==> config.mk <==
export PLATFORM = sky130hd
export DESIGN_NAME = fetch_unit
export DESIGN_NICKNAME = d
export VERILOG_FILES = /design/src/rtl/fetch_pkg.sv /design/src/rtl/fetch_buffer.sv /design/src/rtl/fetch_unit.sv
export SDC_FILE = /design/constraint.sdc
export NUM_CORES = 1
export LEC_CHECK = 0
export ABC_AREA = 1
export CAP_MARGIN = 15
export CORE_MARGIN = 1
export CORE_UTILIZATION = 47
export CTS_CLUSTER_DIAMETER = 80
export CTS_CLUSTER_SIZE = 20
export DETAILED_ROUTE_END_ITERATION = 7
export PLACE_DENSITY = 0.77
export SETUP_SLACK_MARGIN = 0.4
export SLEW_MARGIN = 20
export SYNTH_ARGS = -nofsm -noshare
export SYNTH_HDL_FRONTEND = slang
export SYNTH_SLANG_ARGS = --single-unit
export TNS_END_PERCENT = 5
==> constraint.sdc <==
create_clock -name clk -period 4 [get_ports clk]
set_clock_uncertainty 0.15 [all_clocks]
set_input_delay 0.4 -clock clk [delete_from_list [all_inputs] [get_ports clk]]
set_output_delay 0.4 -clock clk [all_outputs]
set_load 0.1 [all_outputs]
==> src/rtl/fetch_pkg.sv <==
// fetch_pkg: types and constants shared by the instruction fetch unit and its
// prefetch buffer.
//   fetch_state_t : fetch sequencer states (BOOT, FETCH, DRAIN)
//   FETCH_DEPTH   : prefetch buffer depth, which is also the fetch credit limit
//   FETCH_CNT_W   : width of an occupancy count in the range 0..FETCH_DEPTH
//   fetch_entry_t : one fetched instruction tagged with its address
package fetch_pkg;

   typedef enum logic [1:0] {
      BOOT  = 2'd0,
      FETCH = 2'd1,
      DRAIN = 2'd2
   } fetch_state_t;

   localparam int FETCH_DEPTH = 2;
   localparam int FETCH_CNT_W = $clog2(FETCH_DEPTH + 1);

   typedef struct packed {
      logic [31:0] pc;
      logic [31:0] inst;
   } fetch_entry_t;

endpackage

==> src/rtl/fetch_buffer.sv <==
// fetch_buffer: FETCH_DEPTH-entry FIFO of fetch_entry_t that sits between
// instruction memory responses and decode.
//   clk, rst   : clock and asynchronous active-high reset
//   push       : write push_entry at the tail (ignored when full without a pop)
//   push_entry : entry to write
//   pop        : remove the head entry (ignored when empty)
//   flush      : discard all entries; wins over push and pop in the same cycle
//   head       : current head entry (contents undefined when empty)
//   full/empty : occupancy flags
module fetch_buffer
   import fetch_pkg::*;
(
   input  logic         clk,
   input  logic         rst,
   input  logic         push,
   input  fetch_entry_t push_entry,
   input  logic         pop,
   input  logic         flush,
   output fetch_entry_t head,
   output logic         full,
   output logic         empty
);

   localparam int PTR_W = $clog2(FETCH_DEPTH);

   fetch_entry_t           mem [FETCH_DEPTH];
   logic [PTR_W-1:0]       rd_ptr;
   logic [PTR_W-1:0]       wr_ptr;
   logic [FETCH_CNT_W-1:0] count;
   logic                   do_push;
   logic                   do_pop;

   assign empty   = (count == '0);
   assign full    = (count == FETCH_CNT_W'(FETCH_DEPTH));
   assign do_pop  = pop && !empty && !flush;
   // A push into a full buffer is legal when the head leaves in the same cycle;
   // the written slot is the one being vacated.
   assign do_push = push && !flush && (!full || do_pop);
   assign head    = mem[rd_ptr];

   // NOTE: sequential state uses non-blocking assignments so every register
   // samples the pre-edge values regardless of statement order.
   // Pointers wrap naturally because FETCH_DEPTH is a power of two.
   always_ff @(posedge clk or posedge rst) begin
      if (rst) begin
         rd_ptr <= '0;
         wr_ptr <= '0;
         count  <= '0;
      end else if (flush) begin
         rd_ptr <= '0;
         wr_ptr <= '0;
         count  <= '0;
      end else begin
         if (do_push) wr_ptr <= wr_ptr + PTR_W'(1);
         if (do_pop)  rd_ptr <= rd_ptr + PTR_W'(1);
         count <= count + FETCH_CNT_W'(do_push) - FETCH_CNT_W'(do_pop);
      end
   end

   // NOTE: the storage array has no reset; validity is tracked by count and
   // the top masks the head while empty, so stale contents are never visible.
   always_ff @(posedge clk) begin
      if (do_push) mem[wr_ptr] <= push_entry;
   end

endmodule

==> src/rtl/fetch_unit.sv <==
// fetch_unit: sequential instruction fetch with redirect support.
// Issues word-aligned requests to instruction memory under a credit limit of
// FETCH_DEPTH (requests in flight plus buffered instructions), tags in-order
// responses with their PC, and hands them to decode through fetch_buffer.
// A redirect flushes the buffer, retargets the fetch PC and discards every
// response still owed by memory before fetching resumes.
//   clk, rst                         : clock, asynchronous active-high reset
//   redirect_valid, redirect_pc      : taken branch/jump pulse and target
//   imem_req_valid/addr/ready        : instruction memory request handshake
//   imem_rsp_valid, imem_rsp_data    : in-order memory response, no backpressure
//   inst_valid, inst_pc, inst_data   : head instruction offered to decode
//   inst_ready                       : decode consumes the head entry
module fetch_unit
   import fetch_pkg::*;
#(
   parameter logic [31:0] RESET_PC = 32'h0000_0000
) (
   input  logic        clk,
   input  logic        rst,
   input  logic        redirect_valid,
   input  logic [31:0] redirect_pc,
   output logic        imem_req_valid,
   output logic [31:0] imem_req_addr,
   input  logic        imem_req_ready,
   input  logic        imem_rsp_valid,
   input  logic [31:0] imem_rsp_data,
   output logic        inst_valid,
   output logic [31:0] inst_data,
   output logic [31:0] inst_pc,
   input  logic        inst_ready
);

   fetch_state_t state;
   fetch_state_t state_next;
   logic [31:0]  fetch_pc;
   logic [1:0]   outstanding;
   logic [1:0]   drop_cnt;
   logic [1:0]   out_after;
   logic [1:0]   buffered;
   logic [2:0]   in_use;
   logic         credit_ok;
   logic         req_acc;
   logic         rsp_eff;
   logic         push;
   logic         pop;
   logic         buf_full;
   logic         buf_empty;
   fetch_entry_t push_entry;
   fetch_entry_t head;

   // Buffer occupancy recovered from its flags (depth 2: 0, 1 or 2 entries).
   assign buffered  = {buf_full, !buf_full && !buf_empty};
   assign in_use    = {1'b0, outstanding} + {1'b0, buffered};
   assign credit_ok = (in_use < 3'(FETCH_DEPTH));

   assign req_acc   = imem_req_valid && imem_req_ready;
   // A response with nothing in flight belongs to a request abandoned by reset.
   assign rsp_eff   = imem_rsp_valid && (outstanding != 2'd0);
   assign out_after = outstanding + {1'b0, req_acc} - {1'b0, rsp_eff};

   // In-flight requests are consecutive words ending just below fetch_pc
   // (a redirect only retargets after all older requests are dropped), so the
   // oldest one, which this response answers, sits outstanding words back.
   assign push_entry.pc   = fetch_pc - {28'd0, outstanding, 2'b00};
   assign push_entry.inst = imem_rsp_data;
   assign push = rsp_eff && (drop_cnt == 2'd0) && !redirect_valid;
   assign pop  = inst_valid && inst_ready;

   // NOTE: every output of this block gets a default before the case, so no
   // path leaves a value unassigned and no latch is inferred.
   always_comb begin
      state_next     = state;
      imem_req_valid = 1'b0;
      case (state)
         BOOT:  state_next = FETCH;
         FETCH: imem_req_valid = credit_ok;
         DRAIN: if (rsp_eff && drop_cnt == 2'd1) state_next = FETCH;
         default: state_next = BOOT;
      endcase
      // Everything still in flight after this cycle must be discarded.
      if (redirect_valid) state_next = (out_after != 2'd0) ? DRAIN : FETCH;
   end

   always_ff @(posedge clk or posedge rst) begin
      if (rst) state <= BOOT;
      else     state <= state_next;
   end

   always_ff @(posedge clk or posedge rst) begin
      if (rst) begin
         fetch_pc    <= RESET_PC;
         outstanding <= 2'd0;
         drop_cnt    <= 2'd0;
      end else begin
         outstanding <= out_after;
         if (redirect_valid) begin
            fetch_pc <= redirect_pc & 32'hFFFF_FFFC;
            drop_cnt <= out_after;
         end else begin
            // Wraps from 32'hFFFF_FFFC to 0 by plain modular addition.
            if (req_acc) fetch_pc <= fetch_pc + 32'd4;
            if (rsp_eff && drop_cnt != 2'd0) drop_cnt <= drop_cnt - 2'd1;
         end
      end
   end

   assign imem_req_addr = fetch_pc;

   fetch_buffer u_buffer (
      .clk        (clk),
      .rst        (rst),
      .push       (push),
      .push_entry (push_entry),
      .pop        (pop),
      .flush      (redirect_valid),
      .head       (head),
      .full       (buf_full),
      .empty      (buf_empty)
   );

   assign inst_valid = !buf_empty;
   assign inst_pc    = buf_empty ? 32'd0 : head.pc;
   assign inst_data  = buf_empty ? 32'd0 : head.inst;

endmodule

# == Yosys cells after proc, flatten, opt, wreduce, memory -nomap -nowiden ==
# Memories as Yosys holds them, arrays and structs flattened.
# Cells that the tools add are included.
# totals
register_bits,42
ramBits,128
word_cells,70
mem_count,1
# memory_table
name,words,word_bits,read_ports,rd_clocked_by_memory_dff,write_ports,line_no,rtl
u_buffer.mem,2,64,1,0,1,fetch_buffer.sv:26,fetch_entry_t mem [FETCH_DEPTH];
# classes
n_addsub,10
order_cmp,1
n_eq_ne,6
mux,18
n_reduce_logical,27
# ops
cell,n
2-to-1 mux 32 bit,4
adder 32 x 3 -> 32 bit (second input constant),1
subtractor 32 x 4 -> 32 bit,1
nonzero test 2 bit,7
logical AND 1 bit,12
2-to-1 mux 2 bit,6
2-to-1 mux 1 bit,7
zero test 2 bit,3
one-hot mux 2 bit (3 select lines),1
adder 2 x 1 -> 2 bit,2
equality test 2 x 1 -> 1 bit (second input constant),2
equality test 2 bit (second input constant),2
subtractor 2 x 1 -> 2 bit,2
adder 2 x 2 -> 3 bit,1
zero test 1 bit,3
less-than comparator 3 x 2 -> 1 bit (second input constant),1
!= test 3 bit (second input constant),1
adder 1 bit (second input constant),2
!= test 2 bit (second input constant),1
AND reduction 2 bit,1
subtractor 2 x 1 -> 2 bit (second input constant),1
logical OR 1 bit,1

# == Depth between registers and ports, before layout ==
# depth
depth_word,12
mapped_depth,13

# == By module ==
# Synthesis repeated with hierarchy kept, for this count alone.
# hier_totals
hier_cells,1045
hier_area_um2,8923.6
# by_module_without_submodules
module,instances,cells_per_inst,area_each_um2
fetch_buffer,1,376,4964.8
fetch_unit,1,669,3958.8

# == Least setup slack after synthesis ==
# OpenSTA, ideal clock, no wires.
# synth_path
path_kind,input -> register
startpoint,input port redirect_valid
endpoint,"memory u_buffer.mem[0][0] (netlist bit), enable pin"
t_arrival_ns,3.498
required_time_ns,3.368
path_slack_ns,-0.130
cell_stages,4
n_path_buf,1
cell_sequence,buf_2 o211ai_1 nand3_1 nor2_1
# synth_via
elab_chain_cells,6
word_cells_on_any_way,8
cone_classes,mux (2); reduce/logical (6)
# synth_rtl
element,line_no,rtl
from (decl),fetch_unit.sv:20,"input logic redirect_valid,"
zero test 1 bit (*),"fetch_buffer.sv:35, fetch_buffer.sv:38, fetch_unit.sv:66",
"logical AND 1 bit, on equally long branches","fetch_unit.sv:66, fetch_buffer.sv:35",
logical AND 1 bit or logical OR 1 bit (tied branches),fetch_buffer.sv:38,assign do_push = push && !flush && (!full || do_pop);
logical AND 1 bit (*),fetch_buffer.sv:38,
2-to-1 mux 1 bit (*),fetch_buffer.sv:63,if (do_push) mem[wr_ptr] <= push_entry;
2-to-1 mux 1 bit (implied by the code) (*),fetch_buffer.sv:63,
to (decl),fetch_buffer.sv:26,
# Mark *: on every way between the ends. The rest lies on a longest branch, timed or not.

# == Final worst setup path ==
# layout_path
startpoint,register u_buffer.rd_ptr
endpoint,output port inst_data[15]
# layout_via
elab_chain_cells,2
# layout_rtl
element,line_no,rtl
from (decl),fetch_buffer.sv:27,logic [PTR_W-1:0] rd_ptr;
from (signal assigned),fetch_buffer.sv:55,if (do_pop) rd_ptr <= rd_ptr + PTR_W'(1);
memory read (2 x 64 bit),n/a,
2-to-1 mux 32 bit,fetch_unit.sv:123,assign inst_data = buf_empty ? 32'd0 : head.inst;
to (decl),fetch_unit.sv:28,"output logic [31:0] inst_data,"
# Every way passes these cells.

==> flow_summary.ini <==
[finish]
area_growth_syn_to_layout_pct = 25.53
fin_nets = 1162
n_fill_cell = 1475
final_common_cell = nand2_1
drive_gt1_share_pct = 13.08
post-route-util_pct = 60.76
antennaDiodeCount = 0
mostFrequentLayoutCells = nand2_1 (327), edfxtp_1 (124), clkdlybuf4s50_1 (98)

[sta]
final_max_slew_viol_count = 0
maxClockFrequency_mhz = 342.4
hold_ws_ns = 0.2651
worstMarginPinSlew_ns = 0.9996
min_period_ns = 2.921
relSlewSlack_pct = 33.15
setup_viol_count_final = 0
fin_ws_ns = 1.079
finalHoldViolCount = 0
min_period_over_period_pct = 73.02
rsz0062_at_grt = no

[die]
core_area_um2 = 17360
die_h_um = 135.7
dieArea_um2 = 18410
io_pins = 168
die_x_um = 135.7
placement_rows = 48
start_util_pct = 48.40

[critical_path]
cp_common_cell = buf_4
rr_endpoint = u_buffer.mem[1][60]$_DFFE_PP_
cp_slowest_cell = inv_2
worstSetupPathType = reg -> out
timing.critical_path.buf_inv = 3
rr_startpoint = imem_req_addr[2]$_DFFE_PP0P_
critical_path.max_fanout = 45
crit_path_end_kind = output port
cp-start-kind = flip-flop
critical_path.cell_chain = inv_2 -> buf_4 -> nand2_1 -> a21oi_1 -> buf_4
cpPeakStageDelay_ns = 0.59
worstRegToRegCells = 12
arrival_ns = 2.37
crit_family = buffers and inverters
r2r_setup_slack_ns = 1.37
cp.required_ns = 3.45

[clock_network]
cts_root_buf = clkbuf_16
clock-sinks = 164
postCtsSetupBuffers = 0
cts_tree = done
htreeDepth = 4
clock_latency_ns = 0.42
hold_buffers = 0
path_clk_slew_ns = 0.07
max-clock-path-buffers = 2
numCtsBuffers = 17
post_cts_resized = 0

[power_and_ir_drop]
pwr-share-seq_pct = 33.5
swShare_pct = 47.16
pwr-share-clk_pct = 22.3
p_int_mw = 3.609
power.switching_mw = 3.222
p_comb_share_pct = 44.2
peakVddDrop_mv = 0.3811
power.density_nw_per_um2 = 647.8
p_total_mw = 6.831
power.leakage_nw = 4.334

[run]
maxCapViolCount = 0

[route]
drt-total-wl_mm = 19.31
drcViolationCount = 0
drt_iter0_drc = 381
final_antenna_net_count = 0
vias = 6632
drtPass1Iterations = 5
vias_per_cell = 5.032
wire_per_inst_um = 14.65

[synth]
netlist-cell-type-count = 35
synth.yosys.warnings = 0
avgSynthCellArea_um2 = 8.994
synth_area_um2 = 8401
synth_area_leader_cell = edfxtp_1
synth.area.top_cells = edfxtp_1 (44%), nand2_1 (15%), dfrtp_1 (12%)
synthCells = 934
synth-seq-area-share_pct = 56.24
ys_ff_latch = 164
synth_top_area_share_pct = 44.33

[placed_design]
dp_slack_ns = 1.335
hpwl_mm = 13.04
io_buffers = 161
place.gp.congestion = 0.8530

[hold_path]
hold_path_class = in -> async

[grt]
grt_antenna_before_repair = 0
grt_max_degree = 64
overflow = 0
first_global_vias = 6111
grt_usage_pct = 21.67
grt_pass1_wl_mm = 30.46

[status]
status = finished, final reports clean
## worst max-delay path by stage
stage	from	end	slack (ns)	depth (start not counted)
after floorplan	redirect_valid	u_buffer.mem[0][0]$_DFFE_PP_	-0.13	4
after global placement	redirect_valid	imem_req_addr[15]$_DFFE_PP0P_	1.37	8
after detailed placement	redirect_valid	imem_req_addr[10]$_DFFE_PP0P_	1.34	8
after CTS	u_buffer.rd_ptr$_DFFE_PP0P_	inst_data[15]	1.03	5
after global routing	u_buffer.rd_ptr$_DFFE_PP0P_	inst_data[12]	0.88	5
final	u_buffer.rd_ptr$_DFFE_PP0P_	inst_data[15]	1.08	5
## per-stage QoR
stage | area (µm²) | cells | TNS, ns
2_1_floorplan | 8412 | 937 | -16.16
3_3_place_gp | 9992 | 1287 | 0
3_5_place_dp | 9992 | 1287 | 0
4_1_cts | 10550 | 1318 | 0
5_1_grt | 10550 | 1318 | 0
6_report | 10550 | 1318 | 0
## cell families after synthesis
group           synth area share [%]
other cells                  0.04464
simple gates                   26.26
compound gates                 6.256
flops                          56.24
fa+ha+maj                      1.817
buf+inv                        6.360
xor+xnor                       3.024
## per-layer routing
metal	track usage [%]	up-vias	wire, µm	part of all wire, %
li1	-	3319	-	-
met1	28.87	3062	8547	44
met2	35.35	231	9180	48
met3	4.564	20	1325	6.9
met4	6.617	0	257	1.3
met5	0	-	0	0
## cell usage after synthesis
library cell	count
a21oi_1	64
a31oi_1	1
and2_1	2
and3_1	1
buf_1	1
buf_2	9
buf_4	6
buf_6	6
clkbuf_1	20
clkbuf_8	2
conb_1	1
dfrtp_1	40
edfxtp_1	124
fa_1	2
ha_1	9
inv_1	69
inv_2	3
nand2_1	327
nand2_2	4
nand2_4	3
nand3_1	63
nand3b_1	1
nand4_1	1
nand4_2	2
nor2_1	82
nor2_2	12
nor2_4	11
nor2_8	2
o211ai_1	3
o21ai_0	31
o21ai_1	1
o21ai_2	1
o21bai_1	1
xnor2_1	8
xor2_1	21
## tightest hold or removal path: cells and delay by family
family	cells	cell delay [ns]
buf+inv	3	0.90
## area by class of cell
type | instances | area (µm²) | share of cell area, %
multi-input cells | 657 | 3176 | 30.11
inverters | 72 | 270.3 | 2.563
flip-flops and latches | 164 | 4726 | 44.81
clock inverters | 14 | 127.6 | 1.210
repair buffers | 169 | 1539 | 14.59
clock buffers | 17 | 425.4 | 4.034
well taps | 225 | 281.5 | 2.670
## state kept, by name (all words and copies together), names as in the netlist
signal           flops
u_buffer.rd_ptr      1
u_buffer.wr_ptr      1
state                2
outstanding          2
imem_req_addr       30
drop_cnt             2
u_buffer.count       2
u_buffer.mem       124
## power by group through the flow
| stage | Combinational, mW | Clock [mW] | Sequential [mW] |
|---|---|---|---|
| 4_1_cts | 3.03 | 1.55 | 2.29 |
| 2_1_floorplan | 1.98 | 0 | 2.68 |
| 6_report | 3.02 | 1.52 | 2.29 |
| 3_5_place_dp | 3.02 | 0 | 2.32 |
| 5_1_grt | 3.21 | 1.63 | 2.32 |
| 3_3_place_gp | 2.99 | 0 | 2.32 |
(Power assumes the default switching activity.)
